===== src/rtl/seq_detect_multi.sv =====
// ---------------------------------------------------------------------------
// seq_detect_multi
//
// Multi-pattern serial sequence detector. It compares the last LEN accepted
// bits of a 1-bit stream against NPAT runtime-programmable patterns. The
// per-pattern match flags are registered. Overlapping and non-overlapping
// detection are both supported. An optional match counter saturates at its
// maximum value.
//
// Optional feature macro: SEQ_DET_CNT_EN
//   defined   -> match_cnt is a saturating CNT_W-bit counter of cycles with y=1
//   undefined -> match_cnt is tied to 0 and no counter flops exist
//
// Parameters
//   LEN      pattern length in bits (2..16)
//   NPAT     number of patterns (1..4)
//   CNT_W    match counter width (1..16)
//   PAT_INIT reset patterns; pattern i is PAT_INIT[i*LEN +: LEN]. The MSB of
//            each pattern is the first bit received.
//
// Ports
//   clk        clock, rising edge
//   reset      asynchronous active-high reset
//   in_valid   qualifies in
//   in         serial data bit
//   ovl        1 = overlapping detection, 0 = restart after a hit
//   clr        synchronous clear of history, match and counter (patterns kept)
//   pat_we     pattern write strobe (clears history, drops that cycle's bit)
//   pat_idx    pattern slot to write; out-of-range slots are ignored
//   pat_wdata  new pattern value
//   match      registered per-pattern match flags (1-cycle pulses)
//   y          OR of match
//   match_cnt  number of cycles with y set, saturating
// ---------------------------------------------------------------------------
module seq_detect_multi #(
    parameter int LEN   = 3,
    parameter int NPAT  = 2,
    parameter int CNT_W = 8,
    parameter logic [NPAT*LEN-1:0] PAT_INIT = {3'b001, 3'b100}
) (
    input  logic                                  clk,
    input  logic                                  reset,
    input  logic                                  in_valid,
    input  logic                                  in,
    input  logic                                  ovl,
    input  logic                                  clr,
    input  logic                                  pat_we,
    input  logic [(NPAT > 1 ? $clog2(NPAT) : 1)-1:0] pat_idx,
    input  logic [LEN-1:0]                        pat_wdata,
    output logic [NPAT-1:0]                       match,
    output logic                                  y,
    output logic [CNT_W-1:0]                      match_cnt
);

    localparam int IDX_W  = (NPAT > 1) ? $clog2(NPAT) : 1;
    localparam int FILL_W = $clog2(LEN);
    localparam logic [FILL_W-1:0] FILL_MAX = FILL_W'(LEN - 1);

    // Only the newest LEN-1 bits are kept: the oldest bit of a window is
    // shifted out before it could ever be compared again.
    logic [LEN-2:0]  hist_reg;
    logic [FILL_W-1:0] fill_reg;
    logic [NPAT-1:0] match_reg;

    logic [LEN-1:0]  window;
    logic            fill_full;
    logic            accept;
    logic [NPAT-1:0] hit;
    logic            hit_any;

    assign window    = {hist_reg, in};
    assign fill_full = (fill_reg == FILL_MAX);
    // pat_we and clr both take precedence over an incoming bit.
    assign accept    = in_valid & ~pat_we & ~clr;
    assign hit_any   = |hit;

    // Pattern slots and their comparators.
    generate
        for (genvar gi = 0; gi < NPAT; gi++) begin : g_pat
            logic [LEN-1:0] pat_reg;

            always_ff @(posedge clk or posedge reset) begin
                if (reset) begin
                    pat_reg <= PAT_INIT[gi*LEN +: LEN];
                end else if (!clr && pat_we && (pat_idx == IDX_W'(gi))) begin
                    pat_reg <= pat_wdata;
                end
            end

            assign hit[gi] = fill_full && (window == pat_reg);
        end
    endgenerate

    // History, fill level and match flags.
    always_ff @(posedge clk or posedge reset) begin
        if (reset) begin
            hist_reg  <= '0;
            fill_reg  <= '0;
            match_reg <= '0;
        end else if (clr || pat_we) begin
            hist_reg  <= '0;
            fill_reg  <= '0;
            match_reg <= '0;
        end else if (accept) begin
            match_reg <= hit;
            if (!ovl && hit_any) begin
                // Non-overlapping: the next match must be built from fresh bits.
                hist_reg <= '0;
                fill_reg <= '0;
            end else begin
                hist_reg <= window[LEN-2:0];
                if (!fill_full) begin
                    fill_reg <= fill_reg + 1'b1;
                end
            end
        end else begin
            match_reg <= '0;
        end
    end

    assign match = match_reg;
    assign y     = |match_reg;

`ifdef SEQ_DET_CNT_EN
    logic [CNT_W-1:0] cnt_reg;

    always_ff @(posedge clk or posedge reset) begin
        if (reset) begin
            cnt_reg <= '0;
        end else if (clr) begin
            cnt_reg <= '0;
        end else if (accept && hit_any && (cnt_reg != {CNT_W{1'b1}})) begin
            cnt_reg <= cnt_reg + 1'b1;
        end
    end

    assign match_cnt = cnt_reg;
`else
    assign match_cnt = '0;
`endif

endmodule


===== config.mk =====
export PLATFORM = sky130hd
export DESIGN_NAME = seq_detect_multi
export DESIGN_NICKNAME = d
export VERILOG_FILES = /design/src/rtl/seq_detect_multi.sv
export SDC_FILE = /design/constraint.sdc
export NUM_CORES = 1
export LEC_CHECK = 0
export ABC_CLOCK_PERIOD_IN_PS = 2600
export BUFFER_PORTS_ARGS = -buffer_cell sky130_fd_sc_hd__buf_2
export CORE_AREA = 10 10 47 49
export DETAILED_ROUTE_END_ITERATION = 8
export DIE_AREA = 0 0 57 59
export GPL_ROUTABILITY_DRIVEN = 0
export HOLD_SLACK_MARGIN = 0.08
export PLACE_DENSITY = 0.85
export SYNTH_ARGS = -nofsm -noshare
export SYNTH_HDL_FRONTEND = slang
export SYNTH_SLANG_ARGS = --single-unit

===== constraint.sdc =====
create_clock -name clk -period 2.6 [get_ports clk]
set_input_delay 0.52 -clock clk [delete_from_list [all_inputs] [get_ports clk]]
set_output_delay 0.52 -clock clk [all_outputs]
set_load 0.02 [all_outputs]

Word-level counts from Yosys, hierarchy flattened
Index checks and enable logic that the tools add are counted.
- add/subtract/negate cells: 1
- equality and inequality tests: 4
- muxes and demuxes: 9
- bitwise operators: 5
- reduce and logical (&&, ||, !) cells: 13
- operator list (operator ; count):
    2-to-1 mux 2 bit ; 9
    equality test 3 bit ; 2
    logical AND 1 bit ; 6
    OR reduction 2 bit ; 2
    inequality test 3 x 1 -> 1 bit (second input constant) ; 1
    inverter 1 bit ; 3
    adder 2 x 1 -> 2 bit (second input constant) ; 1
    AND 1 bit ; 2
    equality test 2 bit (second input constant) ; 1
    zero test 1 bit ; 2
    AND reduction 2 bit ; 1
    nonzero test 2 bit ; 1
    logical OR 1 bit ; 1
- flip-flop bits (word level): 12
- logic and storage cells: 37

Depth between registers and ports, before layout
Gate-level depths: netlist of the first run.
- depth in word-level cells: 7
- mapped depth: 6
- gate-level depth less buffers: 6

Worst setup path before layout of the first run
No wires, ideal clock.
- path type: input port to flip-flop
- start point: input port in
- end point: register hist_reg[0]
- arrival time: 1.292 ns
- required time: 2.478 ns
- slack: 1.186 ns
- stages on the path: 4
- buffers on the path: 0
- path through: xnor2_1 nand3_1 a211o_1 a32o_1
- cells in the longest elaborated chain, start to end: 7
- elaborated cells between the ends (all ways): 9
- classes of those cells: eq/ne (2); mux (3); reduce/logical (4)
- RTL lines (what ; RTL line ; source):
    from (decl) ; 44 ; input logic in,
    equality test 3 bit ; 90 ; assign hit[gi] = fill_full && (window == pat_reg);
    logical AND 1 bit ; 90 ;
    OR reduction 2 bit ; 75 ; assign hit_any = |hit;
    logical AND 1 bit ; 106 ; if (!ovl && hit_any) begin
    2-to-1 mux 2 bit * ; 106 ;
    2-to-1 mux 2 bit * ; 104 ; end else if (accept) begin
    2-to-1 mux 2 bit * ; 100 ; end else if (clr || pat_we) begin
    to (signal assigned) ; 111 ; hist_reg <= window[LEN-2:0];
    to (decl) ; 61 ; logic [LEN-2:0] hist_reg;
Every way passes the cells marked *; elsewhere a longest branch is shown, timed or not. The select of a mux whose other input is x is not followed.
A chain may end at the register's enable or synchronous reset.

Final worst setup path of the first run
- start point: register match_reg[1], in the netlist match[1]
- end point: output port y
- cells in the longest elaborated chain, start to end: 1
- RTL lines (what ; RTL line ; source):
    from (decl) ; 63 ; logic [NPAT-1:0] match_reg;
    from (signal assigned) ; 105 ; match_reg <= hit;
    OR reduction 2 bit ; 122 ; assign y = |match_reg;
    to (decl) ; 51 ; output logic y,
Every way passes these cells.

==> report_table.html, run 1 <==
<table>
<tr><th>Metric</th><th>Value</th></tr>
<tr><th colspan="2">GRT</th></tr>
<tr><td>Pin count of the biggest net entering global routing</td><td>13</td></tr>
<tr><td>Overall fraction of global-route tracks in use</td><td>7.17%</td></tr>
<tr><td>M3 GR Usage</td><td>4.08%</td></tr>
<tr><td>GRT Max-Usage Layer</td><td>met2</td></tr>
<tr><td>Vias in the first global route</td><td>487</td></tr>
<tr><td>Wire length of the first global-routing pass</td><td>1990 microns</td></tr>
<tr><td>Antenna violations before repair</td><td>0</td></tr>
<tr><td>GR Util met2</td><td>13.0%</td></tr>
<tr><td>Met1 layer usage reported by global route</td><td>6.75%</td></tr>
<tr><td>Total congestion overflow after global routing</td><td>0</td></tr>
<tr><th colspan="2">Power and ir drop</th></tr>
<tr><td>Overall power after layout</td><td>0.450 mW</td></tr>
<tr><td>Fraction of power consumed by the clock network</td><td>32.5%</td></tr>
<tr><td>IR Drop Worst-Case VDD</td><td>310 uV</td></tr>
<tr><td>Power dissipated by switching net loads</td><td>0.116 mW</td></tr>
<tr><td>Int Pwr</td><td>0.334 mW</td></tr>
<tr><td>Relative contribution of sequential cells to total power</td><td>49.8%</td></tr>
<tr><td>Leakage component of the power</td><td>0.348 nW</td></tr>
<tr><td>Pwr dens</td><td>606 nW/um^2</td></tr>
<tr><td>Switching share of power</td><td>25.7%</td></tr>
<tr><td>Logic pwr share</td><td>17.6%</td></tr>
<tr><th colspan="2">Finish</th></tr>
<tr><td>Final antenna diode count</td><td>0</td></tr>
<tr><td>Largest register FFs</td><td>6</td></tr>
<tr><td>Share of the core filled with cells</td><td>53.0%</td></tr>
<tr><td>Filler-free cell count of the finished design</td><td>94</td></tr>
<tr><td>Filler Cells Inserted</td><td>136</td></tr>
<tr><td>Net count, final</td><td>91</td></tr>
<tr><td>Area occupied by registers</td><td>303 sq um</td></tr>
<tr><td>Synthesis-to-layout area growth</td><td>13.4%</td></tr>
<tr><td>Multi-input combinational cell area</td><td>308 sq um</td></tr>
<tr><td>Share of post-route cells with drive strength above 1</td><td>34.6%</td></tr>
<tr><td>Post-route cell area</td><td>743 sq um</td></tr>
<tr><th colspan="2">Synthesis</th></tr>
<tr><td>Portion of the post-synthesis area used by sequential elements</td><td>46.2%</td></tr>
<tr><td>Synth Flop Type</td><td>dfrtp_1</td></tr>
<tr><td>Mapped Cells</td><td>62</td></tr>
<tr><td>Count of flip-flops with a built-in enable after synthesis</td><td>0</td></tr>
<tr><td>Most numerous cell types in the synthesized netlist</td><td>dfrtp_1 (10), buf_4 (8), mux2_2 (7), xnor2_1 (6), nor2_1 (5)</td></tr>
<tr><td>Synthesized cell area</td><td>656 sq um</td></tr>
<tr><td>Async set-reset flop share out of synthesis</td><td>100%</td></tr>
<tr><td>Dominant cell by count in the synthesized netlist</td><td>dfrtp_1</td></tr>
<tr><td>Synthesis Warnings</td><td>0</td></tr>
<tr><td>Share of Yosys cell area claimed by the top area cell type</td><td>38.2%</td></tr>
<tr><td>Netlist cell types</td><td>21</td></tr>
<tr><td>Cell type contributing the most total cell area after synthesis</td><td>dfrtp_1</td></tr>
<tr><td>Top cells by area, synth</td><td>dfrtp_1 (38%), mux2_2 (12%), buf_4 (9.2%), dfstp_2 (8.0%), xnor2_1 (8.0%)</td></tr>
<tr><td>Syn avg cell area</td><td>10.6 sq um</td></tr>
<tr><td>Total of flip-flops plus latches after synthesis</td><td>12</td></tr>
<tr><th colspan="2">Outcome</th></tr>
<tr><td>Run status</td><td>finished clean</td></tr>
<tr><th colspan="2">CTS</th></tr>
<tr><td>Root buffer cell</td><td>clkbuf_4</td></tr>
<tr><td>Post-CTS Hold Buffers</td><td>0</td></tr>
<tr><td>Clock network latency to the later pin of the worst-skew pair</td><td>0.27 ns</td></tr>
<tr><td>Count of cells resized by post-cts repair</td><td>0</td></tr>
<tr><td>TritonCTS clock tree</td><td>done</td></tr>
<tr><td>Setup repair bufs after CTS</td><td>0</td></tr>
<tr><td>Count of clock tree sinks</td><td>12</td></tr>
<tr><td>Post-CTS clock slew at the launch and capture registers of the worst setup and hold paths</td><td>0.08 ns</td></tr>
<tr><td>Htree depth</td><td>1</td></tr>
<tr><td>Max clock buf depth</td><td>2</td></tr>
<tr><td>Clock buffers created by TritonCTS</td><td>3</td></tr>
<tr><th colspan="2">Floorplanning</th></tr>
<tr><td>Die Y</td><td>59 microns</td></tr>
<tr><td>Die area</td><td>3360 sq um</td></tr>
<tr><td>Core box area</td><td>1400 sq um</td></tr>
<tr><td>Io pins</td><td>22</td></tr>
<tr><td>Die width</td><td>57 microns</td></tr>
<tr><td>Initial Util</td><td>46.8%</td></tr>
<tr><td>Row Count</td><td>14</td></tr>
<tr><th colspan="2">Setup path</th></tr>
<tr><td>End of the worst register-to-register path</td><td>hist_reg[1]</td></tr>
<tr><td>CP endpoint kind</td><td>primary output</td></tr>
<tr><td>Arr. time, crit path</td><td>1.08 ns</td></tr>
<tr><td>Element type at the critical path start</td><td>flop</td></tr>
<tr><td>Worst R2R Start</td><td>g_pat[0].pat_reg[2]</td></tr>
<tr><td>Critical Path Fanout Max</td><td>2</td></tr>
<tr><td>Worst R2R Setup Slack</td><td>1.11 ns</td></tr>
<tr><td>Critical path data required time</td><td>2.08 ns</td></tr>
<tr><td>Start-to-end type of the worst setup path</td><td>reg -&gt; out</td></tr>
<tr><td>Register-to-Register Path Depth</td><td>4</td></tr>
<tr><th colspan="2">Placed design</th></tr>
<tr><td>Placed Instances</td><td>90</td></tr>
<tr><td>Minimum setup slack after placement</td><td>0.988 ns</td></tr>
<tr><td>Placed Instance Area</td><td>707 sq um</td></tr>
<tr><td>Number of input and output port buffers inserted</td><td>13</td></tr>
<tr><td>Dpl hpwl</td><td>1000 microns</td></tr>
<tr><th colspan="2">Detailed routing</th></tr>
<tr><td>Remaining antenna violation count after routing</td><td>0</td></tr>
<tr><td>Detailed-route via count</td><td>461</td></tr>
<tr><td>Detailed Route WL</td><td>1210 microns</td></tr>
<tr><td>Number of DRC violations after detailed-routing iteration 0</td><td>6</td></tr>
<tr><td>Average wire per cell in the routed design</td><td>12.9 microns</td></tr>
<tr><td>Detailed-router iteration count before antenna repair</td><td>4</td></tr>
<tr><td>Vias per Instance</td><td>4.90</td></tr>
<tr><td>DRC Markers</td><td>0</td></tr>
<tr><th colspan="2">STA</th></tr>
<tr><td>Final-layout worst hold slack</td><td>0.233 ns</td></tr>
<tr><td>Endpoints failing setup</td><td>0</td></tr>
<tr><td>Unrepaired setup endpoints after global routing</td><td>false</td></tr>
<tr><td>Post-layout min period</td><td>1.60 ns</td></tr>
<tr><td>Final Hold Fails</td><td>0</td></tr>
<tr><td>Final Skew</td><td>0.00690 ns</td></tr>
<tr><td>Aggregate negative setup slack</td><td>0 ns</td></tr>
<tr><td>Number of pins with negative max-slew slack in the final report</td><td>0</td></tr>
<tr><td>Tcrit/Tclk final</td><td>61.7%</td></tr>
<tr><td>Maximum clock rate</td><td>0.623 GHz</td></tr>
<tr><td>Setup WS post-layout</td><td>0.996 ns</td></tr>
<tr><th colspan="2">Min path</th></tr>
<tr><td>Worst Hold Class</td><td>in -&gt; async</td></tr>
<tr><th colspan="2">Run</th></tr>
<tr><td>Max-cap violation count</td><td>0</td></tr>
</table>
[how the worst max path moves through the flow]
stage | start | to | depth (start not counted)
6_report | match[1] | y | 2
5_1_grt | match[1] | y | 2
4_1_cts | match[1] | y | 2
3_5_place_dp | in | hist_reg[1] | 5
3_3_place_gp | in | hist_reg[1] | 5
2_1_floorplan | in | hist_reg[0] | 4
[area by class of cell]
cell class / instances / area share [%]
sequential: 12 / 40.7
inverter: 3 / 1.52
clock buffer: 4 / 4.88
timing repair buffer: 13 / 8.75
tap: 16 / 2.69
multi-input combinational: 46 / 41.4
[routing by layer]
metal / part of all wire [%] / up-vias / wire length [microns]
met5: 0 / - / 0
met4: 0 / 0 / 0
li1: - / 227 / -
met1: 40 / 222 / 485
met3: 8.0 / 0 / 97
met2: 52 / 12 / 627
[cell usage in the layout, fill, tap and decap left out]
cell	synthesis	layout
and2_1	1	1
a21oi_1	1	1
nor3_1	1	1
mux2_2	7	7
conb_1	1	8
inv_1	3	3
clkbuf_4	0	3
nand2_1	2	2
and3_1	1	1
a211o_1	1	1
buf_2	0	13
nand3_1	4	4
dfstp_2	2	2
nor2_1	5	5
ha_1	1	1
xnor2_1	6	6
o21ai_0	3	3
a32o_1	2	2
dfrtp_1	10	10
clkbuf_8	0	1
nor3b_1	1	1
nand3b_1	1	1
or2_2	1	1
[logic make-up after synthesis]
logic type	share of synthesized area (%)
AO/OA/AOI/OAI	7.44
XOR/XNOR	8.02
AND/OR/NAND/NOR	13.0
buffers and inverters	10.9
other	0.572
flip-flops	46.2
adder cells (fa/ha/maj)	1.91
multiplexers	12.0
[worst max-delay path, cell delays in order, from the launching register on]
cell     delay, ns
dfrtp_1       0.38
or2_2         0.28
buf_2         0.16
[power groups by stage]
stage / Clock [mW] / Combinational (mW) / Sequential [mW]
final: 0.147 / 0.0793 / 0.224
after detailed placement: 0 / 0.0788 / 0.227
after CTS: 0.150 / 0.0794 / 0.224
after floorplan: 0 / 0.0708 / 0.224
after global routing: 0.159 / 0.0886 / 0.226
after global placement: 0 / 0.0771 / 0.227
Note: power is estimated with default switching activity, not from simulation.
==> run 2, diff against run 1 <==
==> config.mk (replaced) <==
export PLATFORM = sky130hd
export DESIGN_NAME = seq_detect_multi
export DESIGN_NICKNAME = d
export VERILOG_FILES = /design/src/rtl/seq_detect_multi.sv
export SDC_FILE = /design/constraint.sdc
export NUM_CORES = 1
export LEC_CHECK = 0
export ABC_CLOCK_PERIOD_IN_PS = 1600
export BUFFER_PORTS_ARGS = -buffer_cell sky130_fd_sc_hd__buf_2
export CORE_MARGIN = 10
export CORE_UTILIZATION = 47
export DETAILED_ROUTE_END_ITERATION = 8
export GPL_ROUTABILITY_DRIVEN = 0
export HOLD_SLACK_MARGIN = 0.08
export PLACE_DENSITY = 0.82
export SYNTH_ARGS = -nofsm -noshare
export SYNTH_HDL_FRONTEND = slang
export SYNTH_SLANG_ARGS = --single-unit
==> constraint.sdc (replaced) <==
create_clock -name clk -period 1.6 [get_ports clk]
set_input_delay 0.32 -clock clk [delete_from_list [all_inputs] [get_ports clk]]
set_output_delay 0.32 -clock clk [all_outputs]
set_load 0.02 [all_outputs]
==> report_table.html, run 2 (synthesis gave the netlist of run 1 again) <==
<table>
<tr><th>Metric</th><th>Value</th></tr>
<tr><th colspan="2">Setup path</th></tr>
<tr><td>Largest stage delay, worst path</td><td>0.54 ns (was 0.38 ns)</td></tr>
<tr><td>Arr. time, crit path</td><td>1.62 ns (was 1.08 ns)</td></tr>
<tr><td>Standard cell with the maximum stage delay on the critical path</td><td>dfstp_2 (was dfrtp_1)</td></tr>
<tr><td>CP endpoint kind</td><td>flop (was primary output)</td></tr>
<tr><td>Element type at the critical path start</td><td>flop (unchanged)</td></tr>
<tr><td>Start-to-end type of the worst setup path</td><td>reg -&gt; reg (was reg -&gt; out)</td></tr>
<tr><td>Cell family contributing the most delay on the critical path</td><td>compound AO/OA/AOI/OAI gates (was flip-flops)</td></tr>
<tr><td>Critical path buffers and inverters</td><td>0 (was 1)</td></tr>
<tr><td>Critical path data required time</td><td>1.77 ns (was 2.08 ns)</td></tr>
<tr><td>Critical path, cell by cell</td><td>xnor2_1 &gt; nand3_1 &gt; a211o_1 &gt; a32o_1 (was or2_2 &gt; buf_2)</td></tr>
<tr><td>Critical Path Fanout Max</td><td>3 (was 2)</td></tr>
<tr><th colspan="2">CTS</th></tr>
<tr><td>Root buffer cell</td><td>clkbuf_4 (unchanged)</td></tr>
<tr><td>Count of cells resized by post-cts repair</td><td>0 (unchanged)</td></tr>
<tr><td>Count of clock tree sinks</td><td>12 (unchanged)</td></tr>
<tr><td>Max clock buf depth</td><td>2 (unchanged)</td></tr>
<tr><td>Htree depth</td><td>1 (unchanged)</td></tr>
<tr><td>Post-CTS clock slew at the launch and capture registers of the worst setup and hold paths</td><td>0.07 ns (was 0.08 ns)</td></tr>
<tr><td>Setup repair bufs after CTS</td><td>0 (unchanged)</td></tr>
<tr><td>Clock buffers created by TritonCTS</td><td>3 (unchanged)</td></tr>
<tr><td>Clock network latency to the later pin of the worst-skew pair</td><td>0.27 ns (about the same)</td></tr>
<tr><td>TritonCTS clock tree</td><td>done (unchanged)</td></tr>
<tr><th colspan="2">Run</th></tr>
<tr><td>Max-cap violation count</td><td>0 (unchanged)</td></tr>
<tr><th colspan="2">GRT</th></tr>
<tr><td>Total congestion overflow after global routing</td><td>0 (unchanged)</td></tr>
<tr><td>Overall fraction of global-route tracks in use</td><td>8.53% (was 7.17%)</td></tr>
<tr><td>Pin count of the biggest net entering global routing</td><td>13 (unchanged)</td></tr>
<tr><td>Vias in the first global route</td><td>531 (was 487)</td></tr>
<tr><td>Wire length of the first global-routing pass</td><td>2280 microns (was 1990 microns)</td></tr>
<tr><td>Antenna violations before repair</td><td>0 (unchanged)</td></tr>
<tr><th colspan="2">STA</th></tr>
<tr><td>Number of pins with negative max-slew slack in the final report</td><td>0 (unchanged)</td></tr>
<tr><td>Endpoints failing setup</td><td>0 (unchanged)</td></tr>
<tr><td>Setup WS post-layout</td><td>0.145 ns (was 0.996 ns)</td></tr>
<tr><td>Post-layout min period</td><td>1.45 ns</td></tr>
<tr><td>Maximum clock rate</td><td>0.687 GHz</td></tr>
<tr><td>Unrepaired setup endpoints after global routing</td><td>false (unchanged)</td></tr>
<tr><td>Aggregate negative setup slack</td><td>0 ns (unchanged)</td></tr>
<tr><td>Tcrit/Tclk final</td><td>90.9%</td></tr>
<tr><td>Final Skew</td><td>0.000238 ns (was 0.00690 ns)</td></tr>
<tr><td>Final Hold Fails</td><td>0 (unchanged)</td></tr>
<tr><th colspan="2">Power and ir drop</th></tr>
<tr><td>Leakage component of the power</td><td>0.357 nW (was 0.348 nW)</td></tr>
<tr><td>Pwr dens</td><td>917 nW/um^2 (was 606 nW/um^2)</td></tr>
<tr><td>Overall power after layout</td><td>0.694 mW (was 0.450 mW)</td></tr>
<tr><td>IR Drop Worst-Case VDD</td><td>650 uV (was 310 uV)</td></tr>
<tr><th colspan="2">Finish</th></tr>
<tr><td>Commonest non-fill, non-tap cells in the layout</td><td>buf_2 (13), dfrtp_1 (10), conb_1 (8), mux2_2 (7), xnor2_1 (6) (unchanged)</td></tr>
<tr><td>Synthesis-to-layout area growth</td><td>15.5% (was 13.4%)</td></tr>
<tr><td>Share of post-route cells with drive strength above 1</td><td>34.6% (about the same)</td></tr>
<tr><td>Filler-free cell count of the finished design</td><td>96 (was 94)</td></tr>
<tr><td>Largest register FFs</td><td>6 (unchanged)</td></tr>
<tr><td>Share of the core filled with cells</td><td>58.2% (was 53.0%)</td></tr>
<tr><td>Final antenna diode count</td><td>0 (unchanged)</td></tr>
<tr><td>Most common cell after layout, fill and taps aside</td><td>buf_2 (unchanged)</td></tr>
<tr><td>Net count, final</td><td>94 (was 91)</td></tr>
<tr><th colspan="2">Detailed routing</th></tr>
<tr><td>Detailed-route via count</td><td>492 (was 461)</td></tr>
<tr><td>Detailed-router iteration count before antenna repair</td><td>4 (unchanged)</td></tr>
<tr><td>Remaining antenna violation count after routing</td><td>0 (unchanged)</td></tr>
<tr><td>Number of DRC violations after detailed-routing iteration 0</td><td>13 (was 6)</td></tr>
<tr><td>Vias per Instance</td><td>5.13 (was 4.90)</td></tr>
<tr><td>Average wire per cell in the routed design</td><td>13.5 microns (was 12.9 microns)</td></tr>
<tr><td>DRC Markers</td><td>0 (unchanged)</td></tr>
<tr><td>Detailed Route WL</td><td>1300 microns (was 1210 microns)</td></tr>
<tr><th colspan="2">Placed design</th></tr>
<tr><td>Placed Instances</td><td>91 (was 90)</td></tr>
<tr><td>Minimum setup slack after placement</td><td>0.152 ns (was 0.988 ns)</td></tr>
<tr><td>Number of input and output port buffers inserted</td><td>13 (unchanged)</td></tr>
<tr><th colspan="2">Floorplanning</th></tr>
<tr><td>Initial Util</td><td>50.4% (was 46.8%)</td></tr>
<tr><td>Die width</td><td>57.4 microns (was 57 microns)</td></tr>
<tr><td>Io pins</td><td>22 (unchanged)</td></tr>
<tr><td>Die area</td><td>3290 sq um (was 3360 sq um)</td></tr>
<tr><td>Die Y</td><td>57.4 microns (was 59 microns)</td></tr>
<tr><td>Core box area</td><td>1300 sq um (was 1400 sq um)</td></tr>
<tr><td>Row Count</td><td>13 (was 14)</td></tr>
<tr><th colspan="2">Min path</th></tr>
<tr><td>Worst Hold Class</td><td>in -&gt; reg (was in -&gt; async)</td></tr>
<tr><th colspan="2">Outcome</th></tr>
<tr><td>Run status</td><td>finished clean (unchanged)</td></tr>
</table>
## run 2: changes by cell type in the layout (fill, tap and decap cells not counted)
cell	previous run	this run
clkbuf_1	0	1
clkbuf_8	1	0
buf_4	0	2
dlygate4sd3_1	0	1
## run 2: layout make-up
type,count,area [sq um]
clock buffers,4,26.3
fillers,126,544
inverters,3,11.3
multi-input cells,46,308
flip-flops and latches,12,303
well taps,15,18.8
repair buffers,16,90.1
## run 2: power breakdown
part / switching [mW] / internal [mW] / total, mW
clock: 0.101 / 0.0967 / 0.197
combinational: 0.0668 / 0.0670 / 0.134
sequential: 0.0211 / 0.342 / 0.363
## run 2: path summary, 6_finish.rpt
| check | start | end | slack, ns | cells past startpoint |
|---|---|---|---|---|
| setup / recovery | g_pat[0].pat_reg[2] | hist_reg[1] | 0.15 | 4 |
| setup reg to reg | g_pat[0].pat_reg[2] | hist_reg[1] | 0.15 | 4 |
| max in group asynchronous | reset | g_pat[1].pat_reg[0] | 0.67 | 3 |
| hold reg to reg | g_pat[1].pat_reg[2] | g_pat[1].pat_reg[2] | 0.53 | 1 |
| min in group asynchronous | reset | match[0] | 0.59 | 3 |
| hold / removal | pat_wdata[0] | g_pat[0].pat_reg[0] | 0.29 | 2 |
## run 2: stage by stage
step,instance area (sq um),hold WS (ns)
after detailed placement,721,0.354
after global placement,721,0.341
after CTS,757,0.287
final,757,0.287
after global routing,757,0.290
after floorplan,682,0.183
## run 2: layer usage
metal  GRT usage [%]  wire [microns]  up-vias
met5               0               0        -
met4            5.03              21        0
met3            4.65             137        2
met2            13.5             624       20
met1            8.65             514      235
li1                -               -      235
## run 2: timing repair
item / in CTS / in global routing
hold endpoints to repair: 10 / 0
hold buffers: 1 / 0
endpoints found under the setup margin: 0 / 0
